--- src/rtl/back_icon_channel_sched.sv ---
// Icon transfer scheduler: buffers dispatch requests in order and places each onto a free
// broadcast channel once it has no source or receiver conflict with channels in flight.
module back_icon_channel_sched #(
    parameter int NUM_ICON_CHANNELS = 4,
    parameter int NUM_RX            = 10,
    parameter int ADDR_W            = 8,
    parameter int FIFO_DEPTH        = 4
) (
    input  logic                         clk,
    input  logic                         reset_n,
    input  logic [ADDR_W-1:0]            req_src_addr_i,
    input  logic [NUM_RX-1:0]            req_receivers_i,
    input  logic                         req_valid_i,
    output logic                         req_ready_o,
    output logic [ADDR_W-1:0]            ch_src_addr_o      [NUM_ICON_CHANNELS],
    output logic [NUM_RX-1:0]            ch_receiver_list_o [NUM_ICON_CHANNELS],
    output logic [NUM_ICON_CHANNELS-1:0] ch_active_o,
    input  logic [NUM_RX-1:0]            ch_success_list_i  [NUM_ICON_CHANNELS],
    output logic                         busy_o,
    output logic [15:0]                  retired_count_o
);

    // state     | meaning
    // CH_IDLE   | channel free, src/list held at 0
    // CH_ACTIVE | channel driving src and outstanding receiver list
    typedef enum logic {CH_IDLE = 1'b0, CH_ACTIVE = 1'b1} ch_state_t;

    localparam int PTR_W = (FIFO_DEPTH > 1) ? $clog2(FIFO_DEPTH) : 1;
    localparam int CH_W  = (NUM_ICON_CHANNELS > 1) ? $clog2(NUM_ICON_CHANNELS) : 1;
    localparam int RET_W = $clog2(NUM_ICON_CHANNELS + 2);

    ch_state_t         ch_state     [NUM_ICON_CHANNELS];
    ch_state_t         ch_state_nxt [NUM_ICON_CHANNELS];
    logic [ADDR_W-1:0] src_nxt      [NUM_ICON_CHANNELS];
    logic [NUM_RX-1:0] list_nxt     [NUM_ICON_CHANNELS];
    logic [NUM_RX-1:0] masked;

    logic [ADDR_W-1:0] fifo_src [FIFO_DEPTH];
    logic [NUM_RX-1:0] fifo_rx  [FIFO_DEPTH];
    logic [PTR_W-1:0]  rd_ptr, wr_ptr;
    logic [PTR_W:0]    fifo_count;
    logic              fifo_empty, fifo_full;
    logic              push, pop, empty_pop, alloc;
    logic              conflict, free_found;
    logic [CH_W-1:0]   free_idx;
    logic [ADDR_W-1:0] head_src;
    logic [NUM_RX-1:0] head_rx;
    logic [RET_W-1:0]  retire_cnt;

    assign fifo_empty  = (fifo_count == '0);
    assign fifo_full   = (fifo_count == (PTR_W+1)'(FIFO_DEPTH));
    assign req_ready_o = !fifo_full;
    assign push        = req_valid_i && req_ready_o;
    assign head_src    = fifo_src[rd_ptr];
    assign head_rx     = fifo_rx[rd_ptr];
    assign busy_o      = !fifo_empty || (|ch_active_o);

    always_comb begin
        for (int k = 0; k < NUM_ICON_CHANNELS; k++) begin
            ch_active_o[k] = (ch_state[k] == CH_ACTIVE);
        end
    end

    // Conflicts are judged only against registered channel state, so a channel
    // retiring this cycle still blocks until the next one.
    always_comb begin
        conflict   = 1'b0;
        free_found = 1'b0;
        free_idx   = '0;
        for (int k = 0; k < NUM_ICON_CHANNELS; k++) begin
            if (ch_state[k] == CH_ACTIVE) begin
                if ((ch_src_addr_o[k] == head_src) ||
                    ((head_rx & ch_receiver_list_o[k]) != '0)) begin
                    conflict = 1'b1;
                end
            end else if (!free_found) begin
                free_found = 1'b1;
                free_idx   = CH_W'(k);
            end
        end
        empty_pop = !fifo_empty && (head_rx == '0);
        alloc     = !fifo_empty && (head_rx != '0) && free_found && !conflict;
        pop       = empty_pop || alloc;
    end

    always_comb begin
        retire_cnt = '0;
        masked     = '0;
        for (int k = 0; k < NUM_ICON_CHANNELS; k++) begin
            ch_state_nxt[k] = ch_state[k];
            src_nxt[k]      = ch_src_addr_o[k];
            list_nxt[k]     = ch_receiver_list_o[k];
            if (ch_state[k] == CH_ACTIVE) begin
                masked = ch_receiver_list_o[k] & ~ch_success_list_i[k];
                if (masked == '0) begin
                    ch_state_nxt[k] = CH_IDLE;
                    src_nxt[k]      = '0;
                    list_nxt[k]     = '0;
                    retire_cnt      = retire_cnt + RET_W'(1);
                end else begin
                    list_nxt[k] = masked;
                end
            end else if (alloc && (free_idx == CH_W'(k))) begin
                ch_state_nxt[k] = CH_ACTIVE;
                src_nxt[k]      = head_src;
                list_nxt[k]     = head_rx;
            end
        end
    end

    always_ff @(posedge clk) begin
        if (!reset_n) begin
            for (int k = 0; k < NUM_ICON_CHANNELS; k++) begin
                ch_state[k]           <= CH_IDLE;
                ch_src_addr_o[k]      <= '0;
                ch_receiver_list_o[k] <= '0;
            end
            rd_ptr          <= '0;
            wr_ptr          <= '0;
            fifo_count      <= '0;
            retired_count_o <= '0;
        end else begin
            for (int k = 0; k < NUM_ICON_CHANNELS; k++) begin
                ch_state[k]           <= ch_state_nxt[k];
                ch_src_addr_o[k]      <= src_nxt[k];
                ch_receiver_list_o[k] <= list_nxt[k];
            end
            if (push) wr_ptr <= wr_ptr + PTR_W'(1);
            if (pop)  rd_ptr <= rd_ptr + PTR_W'(1);
            fifo_count      <= fifo_count + (PTR_W+1)'(push) - (PTR_W+1)'(pop);
            retired_count_o <= retired_count_o + 16'(retire_cnt) + 16'(empty_pop);
        end
    end

    // Storage needs no reset; occupancy is tracked by fifo_count.
    always_ff @(posedge clk) begin
        if (push) begin
            fifo_src[wr_ptr] <= req_src_addr_i;
            fifo_rx[wr_ptr]  <= req_receivers_i;
        end
    end

endmodule

--- config.mk ---
export PLATFORM = sky130hd
export DESIGN_NAME = back_icon_channel_sched
export DESIGN_NICKNAME = d
export VERILOG_FILES = /design/src/rtl/back_icon_channel_sched.sv
export SDC_FILE = /design/constraint.sdc
export NUM_CORES = 1
export LEC_CHECK = 0
export CORE_ASPECT_RATIO = 1.4
export CORE_MARGIN = 4
export CORE_UTILIZATION = 53
export CTS_CLUSTER_DIAMETER = 80
export DETAILED_ROUTE_END_ITERATION = 16
export PLACE_DENSITY = 0.8
export REMOVE_ABC_BUFFERS = 1
export SYNTH_ARGS = -nofsm -noshare
export SYNTH_HDL_FRONTEND = slang
export SYNTH_SLANG_ARGS = --single-unit
export TNS_END_PERCENT = 30
--- constraint.sdc ---
create_clock -name clk -period 6.3 [get_ports clk]
set_clock_uncertainty 0.1 [all_clocks]
set_input_delay 1.89 -clock clk [delete_from_list [all_inputs] [get_ports clk]]
set_output_delay 1.89 -clock clk [all_outputs]
set_load 0.005 [all_outputs]
==> key figures, run 1 <==
Run status
  • Outcome: finished clean

GRT
  • Largest net degree at the start of global routing: 44
  • Total track usage: 0.251
  • Initial antenna violation count: 0
  • Vias in the first global route: 6772
  • GRT busiest layer: met2
  • First-pass GRT wire length: 36300 um
  • Met2 usage: 0.417
  • Grt ovf: 0
  • GR Util met1: 0.322
  • GR Util met3: 0.0426

Worst setup path
  • Worst EP arrival: 6.14 ns
  • Crit start category: primary input
  • Worst setup EP type: flip-flop
  • CP Class: in -> reg
  • CP required: 6.50 ns
  • Critical path origin: ch_success_list_i[35]
  • Crit-path max FO: 4

STA
  • Final WS setup: 0.364 ns
  • Hold Vio Cnt, Final: 0
  • Pins Over Slew Limit: 0
  • FMAX: 168 MHz
  • Final setup violation count: 0
  • RSZ-0062 raised after global routing: no
  • Crit share post-route: 0.942
  • Worst-Margin Slew: 0.966 ns
  • Worst rel slew slack: 0.356
  • Crit path time final: 5.94 ns

Synth
  • Compound-gate portion of the synthesized area: 0.114
  • Leading area contributor after synthesis: edfxtp_1
  • Synth cell types: 67
  • EDFF count, synth: 72
  • Synth warn: 0
  • Post-synthesis sequential area ratio: 0.483
  • Top cells by area, synth: edfxtp_1, dfxtp_1, mux2i_1
  • Syn Inst Count: 798
  • Main combinational cell family by area after synthesis: simple AND/OR/NAND/NOR gates
  • Mapped Area: 8650 um2
  • Synth Area in XOR/XNOR: 0.0486
  • Share of async-settable or async-resettable flops after synthesis: 0
  • Synthesis-stage register bit count: 173
  • Simple-Gate Fraction of Synth Area: 0.161
  • Most used DFF post-synth: dfxtp_1
  • Post-Synth Adder-Cell Area: 0.0228
  • Mux cell area share after synthesis: 0.113
  • Post-synth top area share: 0.250
  • Synth Area per Inst: 10.8 um2

Drt
  • Antenna Nets Post-Route: 0
  • DR vias/cell: 5.95
  • DR iter-0 viols: 623
  • WL final: 22700 um
  • Vias: 6820
  • # DRC: 0
  • Wire per inst: 19.8 um
  • DRT Pass-1 Iters: 6

Layout
  • Multi-input logic area: 3980 um2
  • Cell area after layout: 10800 um2
  • Non-Filler Instances: 1147
  • Layout cells sized above 1: 0.0854
  • ANT cells: 0
  • FF/Latch Area: 4190 um2
  • Synthesis-to-layout area growth: 25.1%
  • Fin nets: 1010
  • # fillers: 1268

Placement
  • Placed cell count: 1115
  • Post-DP Area: 10300 um2
  • Worst slack, placed: -0.0855 ns
  • I/O Buffers: 154
  • Placer Congestion: 0.883
  • DPL Wire Length: 16400 um

Run
  • Max-Cap Viols: 0

Die
  • Placement Rows: 55
  • Die height: 159 um
  • Initial core utilization: 0.537
  • Die area: 18500 um2
  • Die Wd: 116 um
  • Std-Cell Core Area: 16100 um2
  • Boundary Pins: 155

Clock tree
  • Root buffer cell: clkbuf_16
  • Clock latency on the worst-skew pair: 0.42 ns
  • TritonCTS Buffers: 17
  • Worst-path clk slew: 0.07 ns
  • Clock Tree Buf Depth: 2
  • CTS tree: yes
  • Sink Count: 173
  • H-Tree Depth: 4
  • CTS Hold Bufs: 0

Pwr
  • Peak supply drop: 0.221 mV
  • Total chip power: 0.00412 W
  • Pwr/cell area: 380 nW/um2
  • Lkg Pwr: 4.00 nW

Hold path
  • Worst hold path startpoint: ch_receiver_list_o[32]
  • Worst Hold Class: reg -> reg
-- cells in the mapped netlist, types with 6 or more instances --
cell type,count
nand4b_1,15
nor2b_1,6
mux4_2,16
a31oi_1,6
mux2i_1,55
inv_1,52
xor2_1,8
buf_4,8
edfxtp_1,72
nor2_1,59
a22oi_1,9
o32ai_1,7
a21oi_1,32
nand3b_1,8
clkbuf_1,18
nand3_1,21
o21ai_0,6
a22o_1,11
nand2b_1,15
dfxtp_1,101
xnor2_1,40
ha_1,11
and3_1,11
o22ai_1,17
nand4_1,16
and2_1,25
o211ai_1,9
or3_1,8
nor4_1,9
buf_2,15
nand2_1,44
-- layer usage --
metal	share of wire	vias to the layer above	wire (um)
met5	0	-	0
met4	0.039	0	883
met3	0.070	54	1580
met2	0.50	275	11400
met1	0.39	3313	8800
li1	-	3178	-
-- state kept, by name, summed over array words and instances, names as in the netlist, named ones only --
signal / flops
wr_ptr: 2
ch_receiver_list_o: 40
ch_state: 4
rd_ptr: 2
ch_src_addr_o: 32
fifo_rx: 40
retired_count_o: 16
fifo_count: 3
fifo_src: 32
-- power breakdown --
group          leakage, nW  internal, W  switching [W]  total [W]
logic                 2.25     0.000734       0.000818    0.00155
clock network        0.269     0.000555       0.000466    0.00102
registers             1.48      0.00134       0.000200    0.00154
-- critical path, stage by stage --
cell and delay, ns:
clkdlybuf4s50_1 0.45, inv_1 0.05, a2111oi_1 0.43, buf_4 0.19
nand4_1 0.14, inv_1 0.19, ha_1 0.24, a21oi_1 0.18
inv_1 0.06, ha_1 0.26, mux2_2 0.28, ha_1 0.30
mux2_2 0.29, ha_1 0.27, a21o_1 0.17, a21o_1 0.22
nand2_1 0.13, inv_1 0.08, nand3_1 0.10, xor2_1 0.16
nor2_1 0.05
-- through the flow --
step / hold WS [ns] / TNS (ns) / utilization
2_1_floorplan: 0.369 / 0 / -
3_3_place_gp: 0.380 / -0.204 / 0.637
3_5_place_dp: 0.396 / -0.160 / 0.637
4_1_cts: 0.405 / 0 / 0.672
5_1_grt: 0.425 / 0 / 0.672
6_report: 0.404 / 0 / 0.672
-- kinds of logic (layout without fill, tap and decap cells) --
group,count (synthesis),after routing
adder cells (fa/ha/maj),14,14
multiplexers,76,76
AO/OA/AOI/OAI,133,133
flip-flops,173,173
buffers and inverters,103,253
XOR/XNOR,48,48
AND/OR/NAND/NOR,251,251
-- worst paths after layout --
path,to,depth (start not counted),slack [ns]
max,retired_count_o[13],21,0.36
min,ch_receiver_list_o[32],2,0.40
max reg2reg,fifo_count[2],16,1.40
min reg2reg,ch_receiver_list_o[32],2,0.40
-- placed cells by master, fill, tap and decap left out, types with 17 or more instances in the layout --
cell	synthesis	layout
clkdlybuf4s50_1	0	154
dfxtp_1	101	100
edfxtp_1	72	72
nor2_1	59	59
mux2i_1	55	55
inv_1	52	51
nand2_1	44	44
xnor2_1	40	40
a21oi_1	32	32
and2_1	25	25
nand3_1	21	21
o22ai_1	17	17
clkbuf_16	0	17
-- layout make-up --
| type | instances | area share |
|---|---|---|
| Clock inverter | 13 | 0.0120 |
| Timing Repair Buffer | 169 | 0.153 |
| Multi-Input combinational cell | 522 | 0.368 |
| Inverter | 52 | 0.0180 |
| Clock buffer | 19 | 0.0400 |
| Tap cell | 199 | 0.0230 |
| Sequential cell | 173 | 0.386 |
-- what timing repair did --
| item | CTS | global route |
|---|---|---|
| gates resized for setup | 0 | 1 |
| setup buffers | 0 | 0 |
| setup endpoints to repair | 0 | 2 |
(Power assumes the default switching activity.)
==> inputs of run 2 (changes only) <==
--- a/constraint.sdc
+++ b/constraint.sdc
@@ -4,2 +4,2 @@
 set_output_delay 1.89 -clock clk [all_outputs]
-set_load 0.005 [all_outputs]
+set_load 0.1 [all_outputs]
==> key figures, run 2 (synthesized netlist as in run 1, its figures left out) <==
STA
  • Worst-Margin Slew: 1.05 ns (+0.0794 ns)
  • Total negative setup slack: 0 ns (unchanged)
  • Final setup violation count: 0 (unchanged)
  • Pins Over Slew Limit: 0 (unchanged)
  • RSZ-0062 raised after global routing: no
  • FMAX: 169 MHz (+0.61%)
  • Worst rel slew slack: 0.301 (-0.0551)
  • Crit path time final: 5.90 ns (-0.0359 ns)
  • Hold Vio Cnt, Final: 0 (unchanged)
  • Crit share post-route: 0.937 (-0.00570)

Pwr
  • Pwr/cell area: 450 nW/um2 (+18%)
  • Lkg Pwr: 4.01 nW (+0.31%)
  • Comb pwr share: 0.468 (+0.091)
  • Switch Pwr: 0.00222 W (+49%)
  • Peak supply drop: 0.438 mV (+98%)
  • Int Pwr: 0.00267 W (+1.5%)
  • Reg power frac: 0.315 (-0.060)
  • Clock network power share: 0.217 (-0.031)
  • Switching Fraction: 0.453 (+0.0929)

GRT
  • Total track usage: 0.256 (+0.00464)
  • Initial antenna violation count: 1 (+1)
  • First-pass GRT wire length: 36900 um (+1.7%)
  • Grt ovf: 0 (unchanged)
  • Vias in the first global route: 6874 (+1.5%)
  • Largest net degree at the start of global routing: 44 (unchanged)

Drt
  • Wire per inst: 20.2 um (+2.3%)
  • DRT Pass-1 Iters: 5 (-1)
  • DR vias/cell: 5.95 (about the same)
  • DR iter-0 viols: 537 (-14%)
  • Vias: 6825 (+0.073%)
  • Antenna Nets Post-Route: 0 (unchanged)
  • WL final: 23200 um (+2.4%)
  • # DRC: 0 (unchanged)

Layout
  • Fin nets: 1011 (+0.099%)
  • Commonest cells after routing, fill and taps aside: clkdlybuf4s50_1, dfxtp_1, edfxtp_1, nor2_1, mux2i_1
  • Synthesis-to-layout area growth: 25.5%
  • Biggest registers after layout: ch_receiver_list_o (40), fifo_rx (40)
  • Layout cells sized above 1: 0.0885 (+0.00307)
  • Leading cell type in the layout, fill and taps excluded: clkdlybuf4s50_1
  • Cell area after layout: 10900 um2 (+0.29%)
  • Post-layout util: 0.674 (+0.00194)
  • ANT cells: 0 (unchanged)

Placement
  • I/O Buffers: 154 (unchanged)
  • Post-DP Area: 10300 um2 (about the same)
  • Placer Congestion: 0.879 (-0.46%)
  • DPL Wire Length: 16300 um (-0.21%)

Die
  • Die area: 18500 um2 (unchanged)
  • Die Wd: 116 um (unchanged)
  • Placement Rows: 55 (unchanged)
  • Std-Cell Core Area: 16100 um2 (unchanged)
  • Boundary Pins: 155 (unchanged)
  • Initial core utilization: 0.537 (unchanged)
  • Die height: 159 um (unchanged)

Clock tree
  • Sink Count: 173 (unchanged)
  • # resized after CTS: 0 (unchanged)
  • Root buffer cell: clkbuf_16
  • H-Tree Depth: 4 (unchanged)
  • TritonCTS Buffers: 17 (unchanged)
  • Worst-path clk slew: 0.07 ns (about the same)
  • CTS tree: yes
  • Clock Tree Buf Depth: 2 (unchanged)
  • CTS Hold Bufs: 0 (unchanged)
  • Post-CTS Repair Setup Buffers: 0 (unchanged)
  • Clock latency on the worst-skew pair: 0.43 ns (about the same)

Worst setup path
  • Worst EP arrival: 6.10 ns (-0.04 ns)
  • CP Class: in -> reg
  • CP required: 6.50 ns (about the same)
  • Crit start category: primary input
  • Crit-path max FO: 4 (unchanged)
  • Worst setup EP type: flip-flop

Hold path
  • Worst Hold Class: reg -> reg

Run status
  • Outcome: finished clean

Run
  • Max-Cap Viols: 0 (unchanged)
-- run 2: changes by cell type in the layout (fill, tap and decap cells not counted) --
cell / previous run / this run
bufinv_16: 1 / 2
clkinv_1: 2 / 0
clkinv_4: 2 / 1
clkinvlp_2: 0 / 2
buf_4: 15 / 16
-- run 2: power groups by stage --
| stage | logic [W] | registers [W] | clock network [W] |
|---|---|---|---|
| 2_1_floorplan | 0.000982 | 0.00222 | 0 |
| 3_3_place_gp | 0.00225 | 0.00156 | 0 |
| 3_5_place_dp | 0.00227 | 0.00157 | 0 |
| 4_1_cts | 0.00228 | 0.00154 | 0.00107 |
| 5_1_grt | 0.00242 | 0.00157 | 0.00112 |
| 6_report | 0.00229 | 0.00154 | 0.00106 |
-- run 2: per-layer routing --
| layer | vias to the layer above | track usage | part of all wire |
|---|---|---|---|
| met3 | 54 | 0.0407 | 0.065 |
| met2 | 291 | 0.446 | 0.52 |
| met4 | 2 | 0.0929 | 0.031 |
| li1 | 3172 | - | - |
| met1 | 3306 | 0.317 | 0.38 |
| met5 | - | 0 | 0.00039 |
-- run 2: cell type report --
| type | instances | area (um2) |
|---|---|---|
| clock buffers | 19 | 433 |
| well taps | 199 | 249 |
| flip-flops and latches | 173 | 4190 |
| repair buffers | 170 | 1660 |
| fillers | 1234 | 5240 |
| clock inverters | 13 | 154 |
| multi-input cells | 522 | 3980 |
| inverters | 52 | 195 |
-- run 2: path summary, 6_finish.rpt --
check | start | endpoint | slack [ns] | depth (start not counted)
max | ch_success_list_i[35] | retired_count_o[13] | 0.40 | 21
min | ch_receiver_list_o[21] | ch_receiver_list_o[21] | 0.41 | 2
max reg2reg | flip-flop | fifo_count[2] | 1.41 | 16
min reg2reg | ch_receiver_list_o[21] | ch_receiver_list_o[21] | 0.41 | 2
-- run 2: stage by stage --
| stage | hold WS [ns] | instances | setup slack, ns | power, W |
|---|---|---|---|---|
| detailed placement | 0.397 | 1116 | -0.0718 | 0.00383 |
| CTS | 0.409 | 1148 | 0.338 | 0.00489 |
| finish | 0.408 | 1148 | 0.400 | 0.00489 |
| floorplan | 0.369 | 747 | 0.562 | 0.00320 |
| global placement | 0.380 | 1116 | -0.0889 | 0.00380 |
| global route | 0.431 | 1148 | 0.0235 | 0.00511 |
-- run 2: worst max-delay path, cell delays in order --
cell and delay, ns:
clkdlybuf4s50_1 0.45, inv_1 0.05, a2111oi_1 0.43, buf_4 0.19
nand4_1 0.12, inv_1 0.18, ha_1 0.24, a21oi_1 0.19
inv_1 0.07, ha_1 0.27, mux2_2 0.28, ha_1 0.29
mux2_2 0.29, ha_1 0.27, a21o_1 0.17, a21o_1 0.21
nand2_1 0.13, inv_1 0.08, nand3_1 0.09, xor2_1 0.14
nor2_1 0.05
